===== config.mk =====
export PLATFORM = sky130hd
export DESIGN_NAME = hilo_muldiv_unit
export DESIGN_NICKNAME = d
export VERILOG_FILES = /design/src/rtl/hilo_muldiv_unit.sv
export SDC_FILE = /design/constraint.sdc
export NUM_CORES = 1
export LEC_CHECK = 0
export ABC_AREA = 1
export CAP_MARGIN = 20
export CORE_ASPECT_RATIO = 1.75
export CORE_UTILIZATION = 44
export DETAILED_ROUTE_END_ITERATION = 10
export GPL_TIMING_DRIVEN = 0
export HOLD_SLACK_MARGIN = 0.02
export PLACE_DENSITY = 0.65
export SYNTH_ARGS = -nofsm -noshare
export SYNTH_HDL_FRONTEND = slang
export SYNTH_SLANG_ARGS = --single-unit

===== constraint.sdc =====
create_clock -name clk -period 2.49 [get_ports clk]
set_input_delay 0.3735 -clock clk [delete_from_list [all_inputs] [get_ports clk]]
set_output_delay 0.3735 -clock clk [all_outputs]
set_load 0.01 [all_outputs]

===== src/rtl/hilo_muldiv_unit.sv =====
// hilo_muldiv_unit: MIPS-style HI/LO multiply/divide unit.
//
// Ports:
//   clk          rising-edge clock
//   rst_n        asynchronous active-low reset
//   start        request a new operation (accepted only when idle)
//   op           0 mult, 1 multu, 2 div, 3 divu
//   src_a        RS operand (multiplicand / dividend), also mthi/mtlo data
//   src_b        RT operand (multiplier / divisor)
//   mthi, mtlo   write src_a into HI / LO when idle, not flushing, start low
//   flush        abort the in-flight operation (HI/LO untouched, no done)
//   busy         operation in flight
//   done         one-cycle pulse when HI/LO are committed
//   div_by_zero  one-cycle pulse together with done on a zero divisor
//   hi, lo       architectural HI/LO registers
//
// Configuration macro MULDIV_FAST_MULT_EN: when defined, MUL uses a single-cycle
// 64-bit multiplier; otherwise MUL runs a 32-cycle shift-add on magnitudes.
// Division is the same in both builds (32-cycle restoring radix-2).
module hilo_muldiv_unit #(
    parameter int WIDTH = 32
) (
    input  logic             clk,
    input  logic             rst_n,
    input  logic             start,
    input  logic [1:0]       op,
    input  logic [WIDTH-1:0] src_a,
    input  logic [WIDTH-1:0] src_b,
    input  logic             mthi,
    input  logic             mtlo,
    input  logic             flush,
    output logic             busy,
    output logic             done,
    output logic             div_by_zero,
    output logic [WIDTH-1:0] hi,
    output logic [WIDTH-1:0] lo
);

    localparam int CW = $clog2(WIDTH);
    localparam logic [CW-1:0] LAST = CW'(WIDTH - 1);

    typedef enum logic [1:0] {IDLE, MUL, DIV, FIX} state_t;

    state_t               state;
    logic [WIDTH-1:0]     opa;      // |src_a| for signed ops, raw otherwise
    logic [WIDTH-1:0]     opb;      // |src_b| for signed ops, raw otherwise
    logic [1:0]           op_q;
    logic [2*WIDTH-1:0]   acc;      // mul: product/multiplier; div: {rem, quotient}
    logic [CW-1:0]        cnt;
    logic                 neg_q;    // negate product / quotient at FIX
    logic                 neg_r;    // negate remainder at FIX
    logic                 dz_q;

    // Operand signs and magnitudes (op[0]==0 selects the signed variants)
    logic                 a_neg, b_neg;
    logic [WIDTH-1:0]     a_mag, b_mag;

    // Restoring division step
    logic [WIDTH:0]       partial, diff;
    logic [2*WIDTH-1:0]   div_next;

    // FIX-stage sign application
    logic [2*WIDTH-1:0]   prod_fix;
    logic [WIDTH-1:0]     q_fix, r_fix;

    always_comb begin
        a_neg = ~op[0] & src_a[WIDTH-1];
        b_neg = ~op[0] & src_b[WIDTH-1];
        a_mag = a_neg ? -src_a : src_a;
        b_mag = b_neg ? -src_b : src_b;

        // Shift next dividend bit into the remainder, subtract if it fits
        partial  = {acc[2*WIDTH-1:WIDTH], acc[WIDTH-1]};
        diff     = partial - {1'b0, opb};
        div_next = diff[WIDTH] ? {partial[WIDTH-1:0], acc[WIDTH-2:0], 1'b0}
                               : {diff[WIDTH-1:0],    acc[WIDTH-2:0], 1'b1};

        prod_fix = neg_q ? -acc : acc;
        q_fix    = neg_q ? -acc[WIDTH-1:0] : acc[WIDTH-1:0];
        r_fix    = neg_r ? -acc[2*WIDTH-1:WIDTH] : acc[2*WIDTH-1:WIDTH];
    end

`ifndef MULDIV_FAST_MULT_EN
    // Shift-add step: add multiplicand into the upper half when the current
    // multiplier bit (acc[0]) is set, then shift the whole product right.
    logic [WIDTH:0]       mul_sum;
    logic [2*WIDTH-1:0]   mul_next;

    always_comb begin
        mul_sum  = {1'b0, acc[2*WIDTH-1:WIDTH]} + (acc[0] ? {1'b0, opa} : '0);
        mul_next = {mul_sum, acc[WIDTH-1:1]};
    end
`endif

    always_ff @(posedge clk or negedge rst_n) begin
        if (!rst_n) begin
            state       <= IDLE;
            opa         <= '0;
            opb         <= '0;
            op_q        <= '0;
            acc         <= '0;
            cnt         <= '0;
            neg_q       <= 1'b0;
            neg_r       <= 1'b0;
            dz_q        <= 1'b0;
            busy        <= 1'b0;
            done        <= 1'b0;
            div_by_zero <= 1'b0;
            hi          <= '0;
            lo          <= '0;
        end else begin
            done        <= 1'b0;
            div_by_zero <= 1'b0;
            if (flush) begin
                state <= IDLE;
                busy  <= 1'b0;
            end else begin
                case (state)
                    IDLE: begin
                        if (start) begin
                            opa   <= a_mag;
                            opb   <= b_mag;
                            op_q  <= op;
                            cnt   <= '0;
                            neg_q <= a_neg ^ b_neg;
                            neg_r <= a_neg;
                            busy  <= 1'b1;
                            dz_q  <= 1'b0;
                            if (op[1]) begin
                                acc <= {{WIDTH{1'b0}}, a_mag};
                                if (src_b == '0) begin
                                    dz_q  <= 1'b1;
                                    state <= FIX;
                                end else begin
                                    state <= DIV;
                                end
                            end else begin
                                acc   <= {{WIDTH{1'b0}}, b_mag};
                                state <= MUL;
                            end
                        end else begin
                            if (mthi) hi <= src_a;
                            if (mtlo) lo <= src_a;
                        end
                    end
                    MUL: begin
`ifdef MULDIV_FAST_MULT_EN
                        acc   <= {{WIDTH{1'b0}}, opa} * {{WIDTH{1'b0}}, opb};
                        state <= FIX;
`else
                        acc <= mul_next;
                        cnt <= cnt + 1'b1;
                        if (cnt == LAST) state <= FIX;
`endif
                    end
                    DIV: begin
                        acc <= div_next;
                        cnt <= cnt + 1'b1;
                        if (cnt == LAST) state <= FIX;
                    end
                    FIX: begin
                        state <= IDLE;
                        busy  <= 1'b0;
                        done  <= 1'b1;
                        if (dz_q) begin
                            div_by_zero <= 1'b1;
                        end else if (op_q[1]) begin
                            hi <= r_fix;
                            lo <= q_fix;
                        end else begin
                            hi <= prod_fix[2*WIDTH-1:WIDTH];
                            lo <= prod_fix[WIDTH-1:0];
                        end
                    end
                    default: state <= IDLE;
                endcase
            end
        end
    end

endmodule


==> impl_metrics.csv <==
group,metric,value,unit
outcome,outcome,"finished with violations",
outcome,violations,"negative setup slack",
setup_path,crit_path_max_incr_delay,0.60,ns
sta,worst_pin_slew,1.05,ns
clock_network,clockBufferDepth,3,
setup_path,required,2.97,ns
synth,synthMuxAreaShare,0,%
detailed_routing,antenna_left,0,
placement,placed_area,0.0212,sq mm
detailed_routing,drcViolationCount,0,
final_layout,drive_gt1_share,15.2,%
placement,dp_worst_setup_slack,-0.748,ns
sta,holdWs,0.391,ns
setup_path,cp_num_buf_inv,4,
synth,synth_cell_types,46,
global_routing,grt_start_max_net_pins,109,
clock_network,clk_latency,0.59,ns
synth,ys_async_sr_fraction,100,%
synth,synth_top_area_share,27.0,%
synth,syn_inst,3205,
setup_path,crit_slowest_cell,"dfrtp_2",
synth,synth_fa_ha_area_share,5.06,%
setup_path,path_class,"reg2reg",
power,total_power,27.3,mW
synth,syn_area,0.0191,sq mm
setup_path,critPathArrivalTime,3.08,ns
power,leakage,12.0,nW
synth,synth_simple_gate_area_share,42.4,%
floorplan,ios,139,
global_routing,grtUsageTotal,47.1,%
detailed_routing,wl_per_cell,26.0,um
floorplan,core,0.0427,sq mm
synth,synth_top_family_by_area,"simple AND/OR/NAND/NOR gates",
synth,syn_nets,3353,
floorplan,fp.dieH,277,um
global_routing,antenna_found_initial,7,
detailed_routing,drt_wl_total,104,mm
placement,io_buffers,137,
setup_path,cp_cell_sequence,"ha_4, nand2_1, nand2_1, inv_1, nor2_1, nor2_1, nand2_2, a21oi_4, buf_12, nand3_4, nand2_8, buf_6, buf_4, nand2_4, nand2_4, nand2_1, nand2_1, nand2_1",
synth,synth_xor_area_share,2.20,%
setup_path,rrSetupSlack,-0.11,ns
detailed_routing,dr.first_iter.drc_count,2409,
detailed_routing,firstDrtPassIters,6,
sta,min_period_over_period,105,%
power,power_density,1120,mW/mm^2
sta,skew,0.0417,ns
synth,synth-edff-count,0,
run,drv_cap,0,
placement,gp_congestion,1.15,
global_routing,first_global_vias,23634,
sta,worst_slack,-0.114,ns
clock_network,cts-root-buf,"clkbuf_16",
synth,ys.flop_type,"dfrtp_1",
clock_network,clock_sinks,206,
clock_network,cts_tree,"yes",
detailed_routing,vias,23998,
global_routing,overflow,0,
power,peakVddDrop,747,uV
hold_path,hold_path_class,"in2async",
sta,rsz0062_at_grt,"true",
global_routing,grt_pass1_wl,152,mm
synth,synth_compound_area_share,13.0,%
synth,seq_area_frac_synth,27.0,%
floorplan,die_x,159,um
synth,avgSynthCellArea,5.95,sq um
synth,yosys_warnings,0,
setup_path,worst-path-max-fanout,7,
sta,setup_viol,28,
sta,hold_viol,0,
sta,slew-limit-headroom,30.0,%
floorplan,die_area,0.0442,sq mm
final_layout,area_growth,28.4,%
floorplan,num_rows,100,
sta,slew_violations,0,
detailed_routing,via_per_inst,5.98,
setup_path,critical_path.most_common_cell,"nand2_1",
setup_path,startpoint_type,"register",
clock_network,htreeDepth,1,
synth,synth.area.top_cells,"dfrtp_1 27%, nand2_1 20%, nand3_1 8.5%",
clock_network,path_clk_slew,0.07,ns
setup_path,endpoint_kind,"register",
final_layout,postLayoutCellArea,0.0245,sq mm
sta,period_needed,2.60,ns
setup_path,path_delay_family,"simple AND/OR/NAND/NOR gates",
placement,hpwlAfterDp,82.8,mm
floorplan,initial_core_util,44.7,%
final_layout,final_util,57.4,%
final_layout,nNetsFinal,3579,
clock_network,cts_buffers,22,
sta,clock.fmax,384,MHz
synth,yosysTopAreaCell,"dfrtp_1",
synth,synth-seq-cells,206,
## cell families after synthesis
logic type,after synthesis
compound gates,436
fa+ha+maj,76
simple gates,1927
flops,206
buf+inv,512
xor+xnor,48
## where the power goes
| group | total, mW | leakage [nW] | internal (mW) | switching (mW) |
|---|---|---|---|---|
| registers | 6.12 | 2.49 | 4.73 | 1.40 |
| logic | 17.3 | 9.15 | 5.91 | 11.4 |
| clock network | 3.90 | 0.396 | 2.28 | 1.63 |
| total | 27.3 | 12.0 | 12.9 | 14.4 |
## cell type report
type | count | area, sq um
Buffer | 102 | 518
Multi-Input combinational cell | 2487 | 13600
Tap cell | 561 | 702
Timing Repair Buffer | 207 | 2030
Fill cell | 4214 | 18200
Clock buffer | 27 | 609
Inverter | 405 | 1540
Sequential cell | 206 | 5200
Clock inverter | 13 | 216
Antenna cell | 6 | 15.0
## routing by layer
metal	vias to the layer above	wire length (um)	global-route usage [%]
met3	625	8410	11.6
met2	1415	47100	77.2
li1	10816	-	-
met1	11140	33400	45.2
met5	-	31	1.44
met4	2	15300	55.0
## registers in the layout, summed over array words and instances, names as in the netlist
| name | count |
|---|---|
| neg_r | 1 |
| state | 2 |
| opb | 32 |
| op_q | 1 |
| cnt | 5 |
| hi | 32 |
| dz_q | 1 |
| neg_q | 1 |
| acc | 64 |
| div_by_zero | 1 |
| busy | 1 |
| done | 1 |
| lo | 32 |
| opa | 32 |
## through the flow
step / setup TNS, ns / std cells
after floorplan: 0 / 3205
after global placement: -1644.60 / 3903
after detailed placement: -71.41 / 3904
after CTS: -0.0986 / 3994
after global routing: -5.39 / 4013
final: -1.42 / 4014
## synthesized netlist by cell type (6+ instances only)
cell and n:
ha_1 74, buf_1 9, o21ai_0 173, o21bai_1 6, clkbuf_1 73, or2_2 10
nor2_2 8, clkinv_1 6, inv_1 391, nand4_1 55, inv_2 7, dfrtp_1 206
a31oi_1 37, o221ai_1 16, nand3_1 324, nor3_1 30, nand3b_1 23, xnor2_1 13
nand3_2 6, o22ai_1 6, o21a_1 7, buf_2 22, a21oi_1 138, o21ai_1 11
xor2_1 35, a221oi_1 17, nand2_1 1040, nand2_2 14, o211ai_1 11, nor2_1 400
## cell usage in the layout (no fill, tap or decap), drive strengths merged, types with 74 or more instances in the layout
cell type	count
a21oi	141
buf	105
clkbuf	94
clkdlybuf4s50	136
dfrtp	206
ha	74
inv	398
nand2	1056
nand3	330
nor2	411
o21ai	186
## worst paths after layout
path | startpoint | to | cells past startpoint
setup / recovery | acc[60]$_DFFE_PN0P_ | acc[61]$_DFFE_PN0P_ | 18
hold / removal | rst_n | state[0]$_DFFE_PN0P_ | 2
setup reg to reg | acc[60]$_DFFE_PN0P_ | acc[61]$_DFFE_PN0P_ | 18
hold reg to reg | lo[1]$_DFFE_PN0P_ | lo[1]$_DFFE_PN0P_ | 2
max in group asynchronous | rst_n | hi[29]$_DFFE_PN0P_ | 3
min in group clk | lo[1]$_DFFE_PN0P_ | lo[1]$_DFFE_PN0P_ | 2
## repair_timing
item                                   in CTS  in global routing
hold buffers                                1                  0
gates cloned                                3                  0
setup buffers                              49                 16
endpoints found under the hold margin      98                  0
setup endpoints to repair                 151                105
pin swaps                                  22                 30
gates resized for setup                   301                182
Note: power is estimated with default switching activity, not from simulation.
